**config.mk**
```make
export PLATFORM = sky130hd
export DESIGN_NAME = seg7_scan_decoder_flat
export DESIGN_NICKNAME = d
export VERILOG_FILES = /design/src/rtl/seg7_scan_decoder_pkg.sv /design/src/rtl/seg7_scan_decoder_if.sv /design/src/rtl/seg7_scan_decoder_pattern.sv /design/src/rtl/seg7_scan_decoder.sv /design/src/flat_wrapper.sv
export SDC_FILE = /design/constraint.sdc
export NUM_CORES = 1
export LEC_CHECK = 0
export CAP_MARGIN = 40
export CELL_PAD_IN_SITES_DETAIL_PLACEMENT = 0
export CELL_PAD_IN_SITES_GLOBAL_PLACEMENT = 1
export CORE_ASPECT_RATIO = 1.5
export CORE_MARGIN = 8
export CORE_UTILIZATION = 48
export DETAILED_ROUTE_END_ITERATION = 12
export PLACE_DENSITY_LB_ADDON = 0.05
export SLEW_MARGIN = 20
export SYNTH_ARGS = -nofsm -noshare
export SYNTH_HDL_FRONTEND = slang
export SYNTH_HIERARCHICAL = 1
export SYNTH_SLANG_ARGS = --single-unit
```
**constraint.sdc**
```tcl
create_clock -name clock -period 3.8 [get_ports clock]
set_clock_uncertainty 0.05 [all_clocks]
set_input_delay 0.95 -clock clock [delete_from_list [all_inputs] [get_ports clock]]
set_output_delay 0.95 -clock clock [all_outputs]
set_load 0.005 [all_outputs]
```
**src/rtl/seg7_scan_decoder_pkg.sv**
```systemverilog
// seg7_scan_decoder_pkg
// Shared definitions for the seven-segment scan decoder:
//   - SEG_TABLE   : active-low segment patterns (g..a) for hex digits 0..F
//   - state_t     : word assembly state (FILL, PRESENT)
//   - STABLE_CNT_DEF : default number of identical samples before acceptance
package seg7_scan_decoder_pkg;

  localparam int STABLE_CNT_DEF = 4;

  localparam logic [6:0] SEG_0 = 7'h40;
  localparam logic [6:0] SEG_1 = 7'h79;
  localparam logic [6:0] SEG_2 = 7'h24;
  localparam logic [6:0] SEG_3 = 7'h30;
  localparam logic [6:0] SEG_4 = 7'h19;
  localparam logic [6:0] SEG_5 = 7'h12;
  localparam logic [6:0] SEG_6 = 7'h02;
  localparam logic [6:0] SEG_7 = 7'h78;
  localparam logic [6:0] SEG_8 = 7'h00;
  localparam logic [6:0] SEG_9 = 7'h10;
  localparam logic [6:0] SEG_A = 7'h08;
  localparam logic [6:0] SEG_B = 7'h03;
  localparam logic [6:0] SEG_C = 7'h46;
  localparam logic [6:0] SEG_D = 7'h21;
  localparam logic [6:0] SEG_E = 7'h06;
  localparam logic [6:0] SEG_F = 7'h0E;

  // Entry k holds the pattern for nibble value k (leftmost element is k=15).
  localparam logic [15:0][6:0] SEG_TABLE = {
    SEG_F, SEG_E, SEG_D, SEG_C, SEG_B, SEG_A, SEG_9, SEG_8,
    SEG_7, SEG_6, SEG_5, SEG_4, SEG_3, SEG_2, SEG_1, SEG_0
  };

  typedef enum logic {
    FILL    = 1'b0,
    PRESENT = 1'b1
  } state_t;

endpackage

```
**src/rtl/seg7_scan_decoder_if.sv**
```systemverilog
// seg7_scan_decoder_if
// Bundles the scanned-display input stream and the assembled-word output.
//   seg_in    : active-low segment pattern, bit0=a .. bit6=g
//   digit_sel : digit position of seg_in (0 = least significant nibble)
//   seg_valid : seg_in/digit_sel meaningful this cycle
//   out_ready : consumer accepts value this cycle
//   value     : assembled 16-bit hex word
//   out_valid : value holds a complete word
//   err       : one-cycle pulse for a stable pattern that is not a hex digit
// master = the side that drives the scan stream and consumes words,
// slave  = the decoder.
interface seg7_scan_decoder_if;
  logic [6:0]  seg_in;
  logic [1:0]  digit_sel;
  logic        seg_valid;
  logic        out_ready;
  logic [15:0] value;
  logic        out_valid;
  logic        err;

  modport master (
    output seg_in, digit_sel, seg_valid, out_ready,
    input  value, out_valid, err
  );

  modport slave (
    input  seg_in, digit_sel, seg_valid, out_ready,
    output value, out_valid, err
  );
endinterface

```
**src/rtl/seg7_scan_decoder_pattern.sv**
```systemverilog
// seg7_pattern_to_hex
// Purely combinational lookup of an active-low seven-segment pattern.
//   pattern : 7-bit pattern, bit0=a .. bit6=g
//   nibble  : hex value of the pattern (0 when not legal)
//   legal   : 1 when the pattern is one of the 16 table entries
module seg7_pattern_to_hex
  import seg7_scan_decoder_pkg::*;
(
  input  logic [6:0] pattern,
  output logic [3:0] nibble,
  output logic       legal
);

  always_comb begin
    nibble = 4'h0;
    legal  = 1'b0;
    for (int i = 0; i < 16; i++) begin
      if (pattern == SEG_TABLE[i]) begin
        nibble = 4'(i);
        legal  = 1'b1;
      end
    end
  end

endmodule

```
**src/rtl/seg7_scan_decoder.sv**
```systemverilog
// seg7_scan_decoder
// Debounces a multiplexed seven-segment scan stream, decodes each stable
// digit to a nibble and assembles four digits into a 16-bit word that is
// offered with a valid/ready handshake.
//   clock : system clock, rising edge
//   reset : asynchronous, active-high
//   bus   : seg7_scan_decoder_if.slave (scan inputs, word outputs, err)
//
// state   | meaning
// FILL    | collecting digits into slots until all four are captured
// PRESENT | word on value/out_valid, waiting for out_ready; digits dropped
module seg7_scan_decoder
  import seg7_scan_decoder_pkg::*;
#(
  parameter int STABLE_CNT = STABLE_CNT_DEF
) (
  input  logic                clock,
  input  logic                reset,
  seg7_scan_decoder_if.slave  bus
);

  localparam logic [3:0] CNT_MAX = 4'(STABLE_CNT);
  localparam logic [3:0] CNT_PRE = 4'(STABLE_CNT - 1);

  logic [6:0]       smp_seg_q;
  logic [1:0]       smp_sel_q;
  logic [3:0]       cnt_q;
  logic [3:0][3:0]  slots_q;
  logic [3:0]       captured_q;
  logic [15:0]      value_q;
  logic             err_q;
  state_t           state_q;
  state_t           state_d;

  logic             match;
  logic             accept;
  logic [3:0]       dec_nibble;
  logic             dec_legal;

  logic             out_valid_c;
  logic             load_value;
  logic             clear_cap;
  logic             slot_we;
  logic             slot_kill;

  seg7_pattern_to_hex u_pattern_to_hex (
    .pattern (bus.seg_in),
    .nibble  (dec_nibble),
    .legal   (dec_legal)
  );

  // The acceptance event is the sample that moves the counter onto its
  // terminal value; the counter saturates there, so a held pattern cannot
  // fire again until a different sample reloads it.
  assign match  = (bus.seg_in == smp_seg_q) && (bus.digit_sel == smp_sel_q);
  assign accept = bus.seg_valid && match && (cnt_q == CNT_PRE);

  always_ff @(posedge clock or posedge reset) begin
    if (reset) begin
      smp_seg_q <= 7'h7F;
      smp_sel_q <= 2'd0;
      cnt_q     <= 4'd0;
    end else if (bus.seg_valid) begin
      if (match) begin
        if (cnt_q != CNT_MAX) begin
          cnt_q <= cnt_q + 4'd1;
        end
      end else begin
        smp_seg_q <= bus.seg_in;
        smp_sel_q <= bus.digit_sel;
        cnt_q     <= 4'd1;
      end
    end
  end

  always_ff @(posedge clock or posedge reset) begin
    if (reset) begin
      state_q <= FILL;
    end else begin
      state_q <= state_d;
    end
  end

  always_comb begin
    state_d     = state_q;
    out_valid_c = 1'b0;
    load_value  = 1'b0;
    clear_cap   = 1'b0;
    slot_we     = 1'b0;
    slot_kill   = 1'b0;
    case (state_q)
      FILL: begin
        if (accept) begin
          slot_we   = dec_legal;
          slot_kill = !dec_legal;
        end
        if (captured_q == 4'hF) begin
          state_d    = PRESENT;
          load_value = 1'b1;
        end
      end
      PRESENT: begin
        out_valid_c = 1'b1;
        // A handshake also drops any acceptance event of the same cycle,
        // which PRESENT ignores anyway.
        if (bus.out_ready) begin
          state_d   = FILL;
          clear_cap = 1'b1;
        end
      end
      default: begin
        state_d = FILL;
      end
    endcase
  end

  always_ff @(posedge clock or posedge reset) begin
    if (reset) begin
      slots_q    <= '0;
      captured_q <= 4'h0;
      value_q    <= 16'h0000;
      err_q      <= 1'b0;
    end else begin
      err_q <= slot_kill;
      if (clear_cap) begin
        captured_q <= 4'h0;
      end else if (slot_we) begin
        slots_q[bus.digit_sel]    <= dec_nibble;
        captured_q[bus.digit_sel] <= 1'b1;
      end else if (slot_kill) begin
        captured_q[bus.digit_sel] <= 1'b0;
      end
      if (load_value) begin
        value_q <= slots_q;
      end
    end
  end

  assign bus.value     = value_q;
  assign bus.out_valid = out_valid_c;
  assign bus.err       = err_q;

endmodule

```
**src/flat_wrapper.sv**
```systemverilog
// flat-port wrapper written by rule: the top's interface ports become plain ports
module seg7_scan_decoder_flat import seg7_scan_decoder_pkg::*;
#(
  parameter int STABLE_CNT = STABLE_CNT_DEF
)
  (clock, reset, bus_seg_in, bus_digit_sel, bus_seg_valid, bus_out_ready, bus_value, bus_out_valid, bus_err);
  seg7_scan_decoder_if bus_i ();
  input  logic clock;
  input  logic reset;
  input wire logic [$bits(bus_i.seg_in)-1:0] bus_seg_in;
  input wire logic [$bits(bus_i.digit_sel)-1:0] bus_digit_sel;
  input wire logic [$bits(bus_i.seg_valid)-1:0] bus_seg_valid;
  input wire logic [$bits(bus_i.out_ready)-1:0] bus_out_ready;
  output wire logic [$bits(bus_i.value)-1:0] bus_value;
  output wire logic [$bits(bus_i.out_valid)-1:0] bus_out_valid;
  output wire logic [$bits(bus_i.err)-1:0] bus_err;
  assign bus_i.seg_in = bus_seg_in;
  assign bus_i.digit_sel = bus_digit_sel;
  assign bus_i.seg_valid = bus_seg_valid;
  assign bus_i.out_ready = bus_out_ready;
  assign bus_value = bus_i.value;
  assign bus_out_valid = bus_i.out_valid;
  assign bus_err = bus_i.err;
  seg7_scan_decoder #(.STABLE_CNT(STABLE_CNT)) u_core (.clock(clock), .reset(reset), .bus(bus_i));
endmodule
```
==> key figures, run 1 <==
Global routing
  – Vias in the first global route: 1,989
  – First-pass GRT wire length: 9800 µm
  – Largest net degree at the start of global routing: 29
  – Total global routing overflow: 0
  – GRT Util Overall: 0.145
  – Initial antenna violation count: 0

Clock network
  – Clk_lat worst skew: 0.30 ns
  – Number of cells upsized or downsized after cts: 0
  – Clock Tree Root: clkbuf_8
  – Clock slew at reported path FFs: 0.10 ns
  – # hold bufs at CTS: 0
  – Post-CTS Setup Inserts: 0
  – H-tree depth: 2
  – CTS Buffer Depth: 2
  – CTS buffer count: 5
  – CTS tree: built
  – Clock Sinks: 51

Pwr
  – Peak VDD IR: around 0.00028 V
  – Leakage: 1.45 nW
  – PwrDens: approximately 340 mW/mm²
  – Post-layout total power: roughly 0.0011 W

Timing
  – Tcrit/Tclk final: 0.869
  – Final worst slack: 0.497 ns
  – Fmax: 0.303 GHz
  – Minimum clock period: ~3.3 ns
  – Final Hold Fails: 0
  – Max_slew headroom: 0.625
  – Worst-margin pin slew: 0.559 ns
  – Slew Viols, Final: 0
  – Setup violators final: 0
  – Unrepaired setup endpoints after global routing: false
  – Hold Slack: between 0.4 and 0.5 ns
  – Total negative setup slack: 0 ns

Worst hold path
  – HP Class: reg2reg
  – Hold Path Stages: 1

Critical path
  – Startpoint Class: input port
  – CP Max Fanout: 9
  – Number of cells on the worst reg-to-reg path: 5
  – Critical setup path kind: in2reg
  – Req. time, crit path: just under 4 ns
  – Crit path DAT: about 3.5 ns
  – Setup crit end kind: register

Logic synthesis
  – Syn Inst Count: 229
  – Post-Syn Nets: between 200 and 250
  – Register bit total from synthesis: 51
  – Synth top area share: 0.407
  – EDFF count, synth: 0
  – Syn Area/Cell: 11.8 µm²
  – Synth unique cells: 47
  – Synth area leader: dfrtp_1
  – Post-Syn Area: 0.00271 mm²
  – Largest cells by area after synthesis: dfrtp_1 41%, mux2_2 14%, dfstp_2 6.8%, mux2_1 3.3%, nand4_1 3.0%
  – Sequential area share after synthesis: 0.475
  – Synth Warn #: 6
  – Primary FF master, synth: dfrtp_1
  – Share of synthesized registers carrying an async set or reset: 1.00

Detailed routing
  – Routed Antenna Nets: 0
  – Post-Route M1 WL: roughly 2300 µm
  – Routed WL per cell: between 15 and 20 µm
  – Drt pass-1 iters: 4
  – DRC viols: 0
  – Top layer in use: met4
  – Post-DR vias/cell: 5.65
  – Metal2 WL: 3200 µm
  – Vias: 1,904
  – 1st-iter DRT viols: 81
  – WL final: roughly 5800 µm
  – WL met3: 207 µm

Placement
  – GP Congestion: 0.802
  – Post-Place Cell Area: 0.00309 mm²
  – Dpl hpwl: 4340 µm
  – Buffers on Ports: 30
  – Pre-CTS setup slack: 0.190 ns

Final layout
  – Fill cell count: approximately 480
  – Layout cells sized above 1: 0.273
  – Antenna cells: 0
  – Fin nets: 281
  – Post-route cell area: 0.00322 mm²
  – P&R area growth vs syn: 18.8%

Run status
  – Outcome: completed

Die
  – Die height: 108 µm
  – Core Box Area: 0.00545 mm²
  – Die area: between 0.008 and 0.009 mm²
  – Top Ports: 31
  – Initial Util: 0.497
  – Die Wd: between 70 and 80 µm
  – Row Count: 33

Run
  – Max-cap violation count: 0
-- kinds of logic (layout without fill, tap and decap cells) --
kind of cell               count (synthesis)  count (layout)  synth area share
DFF                                       51              51             0.475
adders and majority gates                  2               2           0.00924
muxes                                     45              45             0.185
AOI/OAI and AO/OA                         23              23            0.0545
and+or+nand+nor                           77              77             0.190
buffers and inverters                     21              59            0.0508
xor gates and xnor gates                  10              10            0.0351
-- report_power, final --
part           switching, W  internal, W  leakage, nW
sequential       0.00000718     0.000558        0.679
clock              0.000188     0.000200       0.0587
combinational     0.0000733    0.0000517        0.712
total              0.000269     0.000809         1.45
-- placed cells by master (no fill, tap or decap), types with 7 or more instances in the layout --
cell              n
xor2_1            8
dfrtp_1          44
clkdlybuf4s50_1  30
nand4_1          13
buf_4            15
mux2_1            8
nand2_1          14
dfstp_2           7
nor2_1           12
nand3_1           7
mux2_2           33
-- worst max-delay path, cell delays in order --
cell,delay (ns)
clkdlybuf4s50_1,0.63
nor2_1,0.12
a32oi_1,0.21
o31ai_1,0.09
or4_1,0.62
nand2b_1,0.18
nor4_1,0.06
nand4_1,0.23
mux2_2,0.36
-- cell usage after synthesis, types with 2 or more instances --
master	number
dfrtp_1	44
mux2_2	33
nand2_1	14
nand4_1	13
nor2_1	12
mux2_1	8
xor2_1	8
dfstp_2	7
nand3_1	7
a21oi_1	6
o21ai_0	6
buf_2	5
buf_6	5
inv_1	5
mux2i_1	4
nor4_1	4
buf_4	3
nor2b_1	3
nor3_1	3
nor4b_1	3
a211oi_1	2
clkbuf_1	2
ha_1	2
nand2b_1	2
nand3b_1	2
nand4_4	2
nand4b_1	2
nor4b_4	2
o21ai_1	2
-- metal layers --
metal / vias to the layer above / track usage
met3: 6 / 0.0316
met1: 960 / 0.157
li1: 904 / -
met4: 0 / 0.0407
met5: - / 0
met2: 34 / 0.275
-- worst paths after layout --
check	start	end	slack, ns
min in group asynchronous	reset	u_core/captured_q[0]$_DFFE_PP0P_	0.83
min reg2reg	u_core/slots_q[14]$_DFFE_PP0P_	u_core/slots_q[14]$_DFFE_PP0P_	0.45
max	bus_seg_in[1]	u_core/slots_q[1]$_DFFE_PP0P_	0.50
max in group asynchronous	reset	u_core/bus.value[1]$_DFFE_PP0P_	2.24
max reg2reg	u_core/cnt_q[0]$_DFFE_PP0P_	u_core/slots_q[5]$_DFFE_PP0P_	1.42
min	u_core/slots_q[14]$_DFFE_PP0P_	u_core/slots_q[14]$_DFFE_PP0P_	0.45
-- sequential cells by signal (all words and copies together), names as in the netlist --
signal / cells
u_core/bus.err: 1
u_core/bus.value: 16
u_core/captured_q: 4
u_core/cnt_q: 4
u_core/slots_q: 16
u_core/smp_seg_q: 7
u_core/smp_sel_q: 2
u_core/state_q: 1
-- area by class of cell --
type / count / area [µm²] / share of cell area
Multi-Input combinational cell: 157 / 1280 / 0.399
Timing Repair Buffer: 46 / 424 / 0.132
Sequential cell: 51 / 1280 / 0.399
Clock buffer: 5 / 68.8 / 0.0214
Clock inverter: 3 / 47.5 / 0.0148
Inverter: 5 / 18.8 / 0.00583
Tap cell: 70 / 87.6 / 0.0272
-- stage by stage --
step | utilization | cells
4_1_cts | 0.588 | 336
3_3_place_gp | 0.567 | 328
3_5_place_dp | 0.567 | 328
6_report | 0.590 | 337
5_1_grt | 0.590 | 337
2_1_floorplan | - | 229
Power figures use the tool's default switching activity.
==> run 2: changes to the inputs <==
--- a/config.mk
+++ b/config.mk
@@ -6,11 +6,9 @@
 export NUM_CORES = 1
 export LEC_CHECK = 0
 export CAP_MARGIN = 40
-export CELL_PAD_IN_SITES_DETAIL_PLACEMENT = 0
-export CELL_PAD_IN_SITES_GLOBAL_PLACEMENT = 1
 export CORE_ASPECT_RATIO = 1.5
 export CORE_MARGIN = 8
-export CORE_UTILIZATION = 48
+export CORE_UTILIZATION = 60
 export DETAILED_ROUTE_END_ITERATION = 12
 export PLACE_DENSITY_LB_ADDON = 0.05
 export SLEW_MARGIN = 20
==> key figures, run 2 (synthesized netlist as in run 1, its figures left out) <==
Critical path
  – Number of cells on the worst reg-to-reg path: 5 (unchanged)
  – Crit path DAT: 3.53 ns (+0.08 ns)
  – Startpoint Class: input port
  – Setup crit end kind: register
  – Req. time, crit path: 3.94 ns (about the same)
  – CP Max Fanout: 9 (unchanged)
  – Critical setup path kind: in2reg

Detailed routing
  – Routed WL per cell: 17.7 µm (+3.1%)
  – Post-DR vias/cell: 6.14 (+8.7%)
  – DRC viols: 0 (unchanged)
  – Drt pass-1 iters: 4 (unchanged)
  – Vias: 1,916 (+0.63%)
  – 1st-iter DRT viols: 146 (+80%)
  – Routed Antenna Nets: 0 (unchanged)
  – WL final: 5530 µm (-4.5%)

Final layout
  – Commonest non-fill, non-tap cell in the layout: dfrtp_1
  – Commonest cells after routing, fill and taps aside: 44 x dfrtp_1, 33 x mux2_2, 30 x clkdlybuf4s50_1, 14 x nand2_1, 13 x nand4_1
  – Fin nets: 278 (-1.1%)
  – Layout cells sized above 1: 0.261 (-0.0120)
  – P&R area growth vs syn: 16.6%
  – Antenna cells: 0 (unchanged)

Placement
  – Buffers on Ports: 30 (unchanged)
  – GP Congestion: 0.890 (+11%)
  – Dpl hpwl: 3970 µm (-8.5%)

Timing
  – Total negative setup slack: 0 ns (unchanged)
  – Final Hold Fails: 0 (unchanged)
  – Tcrit/Tclk final: 0.893 (+0.0241)
  – Slew Viols, Final: 0 (unchanged)
  – Max_slew headroom: 0.611 (-0.0147)
  – Setup violators final: 0 (unchanged)
  – Hold Slack: 0.449 ns (-0.000254 ns)
  – Fmax: 0.295 GHz (-2.7%)
  – Worst-margin pin slew: 0.580 ns (+0.0208 ns)
  – Minimum clock period: 3.39 ns (+0.0917 ns)
  – Unrepaired setup endpoints after global routing: false

Clock network
  – CTS tree: built
  – # hold bufs at CTS: 0 (unchanged)
  – Clk_lat worst skew: 0.31 ns (about the same)
  – Clock Sinks: 51 (unchanged)
  – Clock slew at reported path FFs: 0.09 ns (about the same)
  – Clock Tree Root: clkbuf_8
  – Post-CTS Setup Inserts: 0 (unchanged)
  – CTS buffer count: 5 (unchanged)
  – H-tree depth: 2 (unchanged)
  – Number of cells upsized or downsized after cts: 0 (unchanged)
  – CTS Buffer Depth: 2 (unchanged)

Global routing
  – First-pass GRT wire length: 9360 µm (-4.5%)
  – Total global routing overflow: 0 (unchanged)
  – Initial antenna violation count: 0 (unchanged)
  – Largest net degree at the start of global routing: 30 (+3.4%)
  – GRT Util Overall: 0.166 (+0.0210)
  – Vias in the first global route: 1,984 (-0.25%)

Run
  – Max-cap violation count: 0 (unchanged)

Worst hold path
  – Hold Path Stages: 1 (unchanged)
  – HP Class: reg2reg

Die
  – Core Box Area: 0.00443 mm² (-19%)
  – Initial Util: 0.611 (+0.115)
  – Die area: 0.00696 mm² (-17%)
  – Row Count: 30 (-9.1%)
  – Die Wd: 70.9 µm (-8.4%)
  – Top Ports: 31 (unchanged)
  – Die height: 98.3 µm (-9.0%)

Run status
  – Outcome: completed

Pwr
  – Post-layout total power: 0.00102 W (-5.4%)
  – Leakage: 1.43 nW (-1.3%)
  – Peak VDD IR: 0.000255 V (-9.9%)
  – PwrDens: 323 mW/mm² (-3.6%)
==> run 2: per-stage QoR <==
stage	instances	instance area (µm²)	worst slack, ns	util
finish	312	3160	0.405	0.713
global route	312	3160	0.225	0.713
CTS	311	3150	0.434	0.710
detailed placement	303	3050	0.120	0.689
global placement	302	3030	0.117	0.684
floorplan	229	2710	0.850	-
==> run 2: final timing paths <==
path / from / endpoint / slack, ns
max: bus_seg_in[1] / u_core/slots_q[0]$_DFFE_PP0P_ / 0.41
min: u_core/slots_q[10]$_DFFE_PP0P_ / u_core/slots_q[10]$_DFFE_PP0P_ / 0.45
max reg2reg: u_core/cnt_q[0]$_DFFE_PP0P_ / u_core/slots_q[0]$_DFFE_PP0P_ / 1.43
min reg2reg: u_core/slots_q[10]$_DFFE_PP0P_ / u_core/slots_q[10]$_DFFE_PP0P_ / 0.45
max in group asynchronous: reset / u_core/smp_seg_q[6]$_DFFE_PP1P_ / 2.17
min in group asynchronous: reset / u_core/slots_q[13]$_DFFE_PP0P_ / 0.93
==> run 2: worst max-delay path, stage by stage <==
cell and delay [ns]:
clkdlybuf4s50_1 0.65, nor2_1 0.13, a32oi_1 0.21, o31ai_1 0.10, or4_1 0.62, nand2b_1 0.18, nor4_1 0.06, nand4_1 0.25
mux2_2 0.37
==> run 2: area by class of cell <==
| class | instances | area, µm² |
|---|---|---|
| Multi-Input combinational cell | 157 | 1280 |
| Sequential cell | 51 | 1280 |
| Timing Repair Buffer | 43 | 414 |
| Clock inverter | 1 | 8.76 |
| Tap cell | 48 | 60.1 |
| Inverter | 5 | 18.8 |
| Clock buffer | 7 | 86.3 |
| Fill cell | 313 | 1270 |
==> run 2: metal layers <==
layer,track usage,vias up,wire (µm)
li1,-,899,-
met1,0.200,966,2440
met2,0.276,41,2800
met3,0.0379,10,189
met4,0.0676,0,102
met5,0,-,0
==> run 2: where the power goes <==
| part | switching [W] | internal [W] | leakage, nW |
|---|---|---|---|
| Combinational | 0.0000729 | 0.0000515 | 0.703 |
| Clock | 0.000181 | 0.000150 | 0.0484 |
| Sequential | 0.00000677 | 0.000558 | 0.679 |
| Total | 0.000261 | 0.000759 | 1.43 |
